$ cat src/rtl/i2c_eeprom_pkg.sv
// Shared state encoding and bus constants for the I2C EEPROM responder.
package i2c_eeprom_pkg;

  typedef enum logic [3:0] {
    ST_IDLE,
    ST_DEV,
    ST_DEV_ACK,
    ST_WADDR,
    ST_WADDR_ACK,
    ST_WDATA,
    ST_WDATA_ACK,
    ST_RDATA,
    ST_RD_MACK
  } state_t;

  localparam logic       ACK              = 1'b0;
  localparam logic       NACK             = 1'b1;
  localparam logic [6:0] DEV_ADDR_DEFAULT = 7'h50;

endpackage

$ cat src/rtl/eeprom_mem.sv
// Single-port byte RAM with registered read; contents survive reset.
module eeprom_mem
  import i2c_eeprom_pkg::*;
#(
  parameter int DEPTH = 256,
  parameter int AW    = 8
) (
  input  logic          clk_sys,
  input  logic          we,
  input  logic [AW-1:0] addr,
  input  logic [7:0]    wdata,
  output logic [7:0]    rdata
);

  logic [7:0] mem [DEPTH];

  always_ff @(posedge clk_sys) begin
    if (we) mem[addr] <= wdata;
    rdata <= mem[addr];
  end

endmodule

$ cat src/rtl/i2c_eeprom_slave.sv
// 24C02-style I2C EEPROM responder, oversampling SCL/SDA on CLK_50M.
// MEM_DEPTH is expected to be a power of two no larger than 256.
//
// state        | meaning
// ST_IDLE      | bus free or transfer not addressed to us
// ST_DEV       | shifting in device address + R/W
// ST_DEV_ACK   | ACK slot after matched device address
// ST_WADDR     | shifting in word address
// ST_WADDR_ACK | ACK slot after word address
// ST_WDATA     | shifting in a write data byte
// ST_WDATA_ACK | ACK slot after a committed data byte
// ST_RDATA     | driving a read byte MSB first
// ST_RD_MACK   | master ACK/NACK slot after a read byte
module i2c_eeprom_slave
  import i2c_eeprom_pkg::*;
#(
  parameter logic [6:0] DEV_ADDR  = DEV_ADDR_DEFAULT,
  parameter int         MEM_DEPTH = 256
) (
  input  logic CLK_50M,
  input  logic RSTn,
  input  logic SCL,
  input  logic SDA_IN,
  output logic SDA_OE,
  output logic BUSY,
  output logic WR_PULSE
);

  localparam int AW = $clog2(MEM_DEPTH);

  logic [1:0]    scl_sync, sda_sync;
  logic          scl_d, sda_d, scl_q, sda_q;
  logic          scl_rise, scl_fall, start_ev, stop_ev;

  state_t        state, state_n;
  logic [2:0]    bit_cnt, bit_cnt_n;
  logic [7:0]    shreg, shreg_n, byte_in, rdata;
  logic [AW-1:0] ptr, ptr_n, ptr_inc;
  logic          oe, oe_n, busy, busy_n, rw, rw_n;
  logic          mem_we, wr_pulse;

  always_ff @(posedge CLK_50M) begin
    if (!RSTn) begin
      scl_sync <= 2'b11;
      sda_sync <= 2'b11;
      scl_d    <= 1'b1;
      sda_d    <= 1'b1;
    end else begin
      scl_sync <= {scl_sync[0], SCL};
      sda_sync <= {sda_sync[0], SDA_IN};
      scl_d    <= scl_sync[1];
      sda_d    <= sda_sync[1];
    end
  end

  assign scl_q    = scl_sync[1];
  assign sda_q    = sda_sync[1];
  assign scl_rise = scl_q & ~scl_d;
  assign scl_fall = ~scl_q & scl_d;
  assign start_ev = scl_q & scl_d & sda_d & ~sda_q;
  assign stop_ev  = scl_q & scl_d & ~sda_d & sda_q;

  assign byte_in = {shreg[6:0], sda_q};
  assign ptr_inc = ptr + AW'(1);

  eeprom_mem #(
    .DEPTH (MEM_DEPTH),
    .AW    (AW)
  ) u_mem (
    .clk_sys (CLK_50M),
    .we      (mem_we),
    .addr    (ptr),
    .wdata   (byte_in),
    .rdata   (rdata)
  );

  always_ff @(posedge CLK_50M) begin
    if (!RSTn) begin
      state    <= ST_IDLE;
      bit_cnt  <= '0;
      shreg    <= '0;
      ptr      <= '0;
      oe       <= 1'b0;
      busy     <= 1'b0;
      rw       <= 1'b0;
      wr_pulse <= 1'b0;
    end else begin
      state    <= state_n;
      bit_cnt  <= bit_cnt_n;
      shreg    <= shreg_n;
      ptr      <= ptr_n;
      oe       <= oe_n;
      busy     <= busy_n;
      rw       <= rw_n;
      wr_pulse <= mem_we;
    end
  end

  always_comb begin
    state_n   = state;
    bit_cnt_n = bit_cnt;
    shreg_n   = shreg;
    ptr_n     = ptr;
    oe_n      = oe;
    busy_n    = busy;
    rw_n      = rw;
    mem_we    = 1'b0;
    if (start_ev) begin
      state_n   = ST_DEV;
      bit_cnt_n = '0;
    end else if (stop_ev) begin
      state_n   = ST_IDLE;
      bit_cnt_n = '0;
      oe_n      = 1'b0;
      busy_n    = 1'b0;
    end else begin
      case (state)
        ST_DEV, ST_WADDR, ST_WDATA: begin
          if (scl_fall) oe_n = 1'b0;
          if (scl_rise) begin
            shreg_n   = byte_in;
            bit_cnt_n = bit_cnt + 3'd1;
            if (bit_cnt == 3'd7) begin
              if (state == ST_DEV) begin
                if (byte_in[7:1] == DEV_ADDR) begin
                  state_n = ST_DEV_ACK;
                  rw_n    = byte_in[0];
                  busy_n  = 1'b1;
                end else begin
                  state_n = ST_IDLE;
                  busy_n  = 1'b0;
                end
              end else if (state == ST_WADDR) begin
                ptr_n   = byte_in[AW-1:0];
                state_n = ST_WADDR_ACK;
              end else begin
                mem_we  = 1'b1;
                ptr_n   = ptr_inc;
                state_n = ST_WDATA_ACK;
              end
            end
          end
        end
        // First fall of an ACK slot pulls SDA low, the second one ends the slot.
        ST_DEV_ACK, ST_WADDR_ACK, ST_WDATA_ACK: begin
          if (scl_fall) begin
            if (!oe) begin
              oe_n = 1'b1;
            end else begin
              oe_n      = 1'b0;
              bit_cnt_n = '0;
              if (state == ST_DEV_ACK && rw) begin
                shreg_n = rdata;
                oe_n    = ~rdata[7];
                ptr_n   = ptr_inc;
                state_n = ST_RDATA;
              end else if (state == ST_DEV_ACK) begin
                state_n = ST_WADDR;
              end else begin
                state_n = ST_WDATA;
              end
            end
          end
        end
        ST_RDATA: begin
          if (scl_fall) begin
            if (bit_cnt == 3'd7) begin
              oe_n      = 1'b0;
              bit_cnt_n = '0;
              state_n   = ST_RD_MACK;
            end else begin
              bit_cnt_n = bit_cnt + 3'd1;
              shreg_n   = {shreg[6:0], shreg[7]};
              oe_n      = ~shreg[6];
            end
          end
        end
        // A NACK leaves on the rise, so any fall seen here follows an ACK.
        ST_RD_MACK: begin
          if (scl_rise && sda_q == NACK) begin
            state_n = ST_IDLE;
            busy_n  = 1'b0;
          end else if (scl_fall) begin
            shreg_n   = rdata;
            oe_n      = ~rdata[7];
            ptr_n     = ptr_inc;
            bit_cnt_n = '0;
            state_n   = ST_RDATA;
          end
        end
        default: ;
      endcase
    end
  end

  assign SDA_OE   = oe;
  assign BUSY     = busy;
  assign WR_PULSE = wr_pulse;

endmodule

$ cat config.mk
export PLATFORM = sky130hd
export DESIGN_NAME = i2c_eeprom_slave
export DESIGN_NICKNAME = d
export VERILOG_FILES = /design/src/rtl/i2c_eeprom_pkg.sv /design/src/rtl/eeprom_mem.sv /design/src/rtl/i2c_eeprom_slave.sv
export SDC_FILE = /design/constraint.sdc
export NUM_CORES = 2
export LEC_CHECK = 0
export CAP_MARGIN = 20
export CORE_ASPECT_RATIO = 0.5
export CORE_MARGIN = 1
export CORE_UTILIZATION = 63
export DETAILED_ROUTE_END_ITERATION = 10
export PLACE_DENSITY = 0.79
export SKIP_LAST_GASP = 1
export SLEW_MARGIN = 0
export SYNTH_ARGS = -nofsm -noshare
export SYNTH_HDL_FRONTEND = slang
export SYNTH_SLANG_ARGS = --single-unit
export TNS_END_PERCENT = 30
$ cat constraint.sdc
create_clock -name CLK_50M -period 7.23 [get_ports CLK_50M]
set_input_delay 1.446 -clock CLK_50M [delete_from_list [all_inputs] [get_ports CLK_50M]]
set_output_delay 1.446 -clock CLK_50M [all_outputs]
set_load 0.005 [all_outputs]
==> qor.yml <==
run_status:
  status: "completed"
sta:
  finalHoldWorstSlack_ns: 0.407
  hold_viol: 0
  slew_headroom_pct: 13.7
  worstMarginPinSlew_ns: 1.28
  fin_ws_ns: 2.48
  fin_crit_sh_pct: 65.7
  min_period_ns: 4.75
  tns_ns: 0
  drv_slew: 0
  max_freq_mhz: 211
  rsz0062_at_grt: "no"
  setup_viol: 0
  fin_skew_ns: 0.0254
setup_path:
  start_kind: "register"
  crit_path_end_kind: "register"
  timing.rr.end: "u_mem.rdata[5]$_DFF_P_"
  cp_max_fo: 48
  critical_path.max_stage_delay_ns: 0.96
  startpoint: "ptr[0]$_SDFFE_PN0P_"
  critPathKind: "reg2reg"
  r2r-start: "ptr[0]$_SDFFE_PN0P_"
  cp_slowest_cell: "nor4_1"
  reg2reg_slack_ns: 2.48
  rr_worst_depth: 7
  required_ns: 7.94
  crit_end: "u_mem.rdata[5]$_DFF_P_"
  crit_chain: "buf_4 > mux4_2 > a22oi_1 > a21oi_1 > nor4_1 > o22ai_1 > or2_1"
  cp.arrival_ns: 5.46
die:
  row_count: 92
  dieHeight_um: 254
  ios: 7
  die_area_um2: 129000
  initial_utilization_pct: 63.7
  die_w_um: 507
  core_area_um2: 126000
logic_synthesis:
  syn_area_per_cell_um2: 21.2
  ys_warn_count: 0
  syn-num-nets: 3795
  yosys_register_bits: 2089
  synth_async_sr_flop_share_pct: 0
  netlist_instances: 3785
  synth_cell_type_count: 60
  syn_area_um2: 80300
  synth_edf_count: 2048
  synth_flop_cell: "edfxtp_1"
  yosysSeqAreaShare_pct: 77.6
global_route:
  grt_pass1_wl_um: 295000
  grt.busiest_layer: "met2"
  groute.usage.overall_pct: 32.6
  grtUsageMet1_pct: 46.2
  antenna_found_initial: 5
  met3_usage_pct: 9.65
  grt_max_degree: 169
  grt_pass1_vias: 40400
  grt_overflow: 0
  grtUsageMet2_pct: 49.0
pwr:
  max-vdd-ir-drop_v: 0.000313
  power_frac_comb_pct: 5.2
  pwr-share-seq_pct: 55.9
  power_density_nw_per_um2: 276
  leakage_nw: 26.2
  sw_frac_of_total_pct: 21.5
  clkPwrFrac_pct: 38.9
  intPower_mw: 19.0
  p_switching_mw: 5.22
clock_tree:
  cts_htree_levels: 4
  clock_latency_ns: 0.83
  path_clk_slew_ns: 0.07
  clockBufferDepth: 3
  cts_tree: "done"
  numCtsBuffers: 168
  cts.sinks: 2089
  root_buffer: "clkbuf_16"
  cts_resized: 0
  post_cts_buffers: 0
  holdBufCountCts: 0
drt:
  drc_errors: 0
  routed_wl_um: 207000
  vias_per_cell: 7.48
  dr.first_iter.drc_count: 7403
  dr.pass1.iters: 8
  ant_nets: 0
  vias: 42000
  post_drt_wl_per_cell_um: 36.8
placement:
  post-place-ws_ns: 2.67
  routabilityCongestion: 0.924
  portBuffers: 6
  place.detailed.hpwl_um: 112000
run:
  maxCapViolCount: 0
final_layout:
  layout_commonest_cell: "edfxtp_1"
  drive_gt1_share_pct: 21.9
  fill_cells: 7004
  final_cell_mix: "2048 x edfxtp_1, 512 x mux4_2, 287 x nor2_1"
  synthToLayoutAreaGrowth_pct: 9.30
  finalCoreUtilization_pct: 69.6
  nets: 3799
hold_path:
  min_path_type: "reg2reg"
==> Yosys cell counts, types with 3 or more instances <==
| library cell | n | share of area [%] |
|---|---|---|
| mux2i_1 | 10 | 0.12 |
| nand2_1 | 26 | 0.12 |
| nor3b_1 | 4 | 0.037 |
| or2_1 | 8 | 0.062 |
| a22oi_1 | 258 | 2.4 |
| inv_1 | 3 | 0.014 |
| dfxtp_1 | 41 | 1.0 |
| ha_1 | 6 | 0.093 |
| buf_1 | 28 | 0.13 |
| buf_4 | 12 | 0.11 |
| nor2b_1 | 11 | 0.086 |
| buf_6 | 14 | 0.20 |
| mux4_2 | 512 | 14 |
| o21ai_0 | 10 | 0.062 |
| nor4_1 | 33 | 0.26 |
| a21oi_1 | 148 | 0.92 |
| a31oi_1 | 4 | 0.031 |
| edfxtp_1 | 2048 | 77 |
| nand3b_1 | 4 | 0.037 |
| nand3_1 | 29 | 0.18 |
| a211oi_1 | 9 | 0.084 |
| nor3_1 | 5 | 0.031 |
| nand2b_1 | 14 | 0.11 |
| clkbuf_1 | 148 | 0.69 |
| buf_2 | 41 | 0.26 |
| o21bai_1 | 4 | 0.037 |
| and2_1 | 6 | 0.047 |
| or2_2 | 6 | 0.047 |
| nor2_1 | 288 | 1.3 |
| o22ai_1 | 17 | 0.13 |
| o31ai_1 | 4 | 0.037 |
==> flip-flops by register name, indices dropped and copies added (netlist names) <==
register / cells
scl_d: 1
u_mem.mem: 2048
u_mem.rdata: 8
sda_d: 1
SDA_OE: 1
shreg: 8
ptr: 8
bit_cnt: 3
BUSY: 1
WR_PULSE: 1
sda_sync: 2
scl_sync: 2
rw: 1
state: 4
==> critical path: cells and delay by family (launching register included) <==
family	cells	cell delay, ns
multiplexers	1	0.61
flip-flops	1	0.91
AND/OR/NAND/NOR	2	1.25
buffers and inverters	1	0.83
AO/OA/AOI/OAI	3	0.93
==> cell type report <==
| cell class | count | area [um^2] | share of cell area [%] |
|---|---|---|---|
| diodes | 3 | 7.51 | 0.00855 |
| clock buffers | 216 | 4520 | 5.15 |
| clock inverters | 86 | 952 | 1.08 |
| inverters | 3 | 11.3 | 0.0128 |
| multi-input cells | 1449 | 17000 | 19.3 |
| flip-flops and latches | 2089 | 62400 | 71.0 |
| well taps | 1692 | 2120 | 2.41 |
| repair buffers | 78 | 843 | 0.961 |
==> per-layer routing <==
metal	part of all wire, %	wire, um	vias up
met4	3.6	7490	4
met1	35	72900	21500
met2	46	95800	4130
li1	-	-	15900
met3	15	30500	523
met5	0.012	25	-
==> stage by stage <==
step | std cells | power (mW) | cell area, um^2
after CTS | 5602 | 24.3 | 87700
after global placement | 5296 | 15.1 | 82100
after global routing | 5613 | 24.7 | 87800
after floorplan | 3785 | 14.7 | 80300
after detailed placement | 5300 | 15.1 | 82200
final | 5616 | 24.3 | 87800
==> cell families after synthesis <==
| logic type | after synthesis | share of synthesized area [%] |
|---|---|---|
| flops | 2089 | 77.6 |
| mux | 522 | 14.5 |
| xor+xnor | 1 | 0.0109 |
| fa+ha+maj | 6 | 0.0935 |
| compound gates | 470 | 3.90 |
| simple gates | 450 | 2.53 |
| buf+inv | 247 | 1.41 |
==> worst min-delay path by stage <==
stage          cells after the start  slack, ns                   start                      to
2_1_floorplan                      1       0.39  scl_sync[0]$_SDFF_PN1_  scl_sync[1]$_SDFF_PN1_
3_3_place_gp                       1       0.39  sda_sync[0]$_SDFF_PN1_  sda_sync[1]$_SDFF_PN1_
3_5_place_dp                       1       0.39  sda_sync[0]$_SDFF_PN1_  sda_sync[1]$_SDFF_PN1_
4_1_cts                            1       0.41  sda_sync[0]$_SDFF_PN1_  sda_sync[1]$_SDFF_PN1_
5_1_grt                            1       0.44  sda_sync[0]$_SDFF_PN1_  sda_sync[1]$_SDFF_PN1_
6_report                           1       0.41  sda_sync[0]$_SDFF_PN1_  sda_sync[1]$_SDFF_PN1_
==> power by group through the flow <==
stage | registers (mW) | clock network (mW) | logic (mW)
3_3_place_gp | 13.8 | 0 | 1.22
3_5_place_dp | 13.8 | 0 | 1.24
2_1_floorplan | 14.0 | 0 | 0.722
5_1_grt | 13.6 | 9.85 | 1.32
4_1_cts | 13.6 | 9.43 | 1.26
6_report | 13.6 | 9.43 | 1.27
No activity file was read; power rests on OpenSTA's default activity.
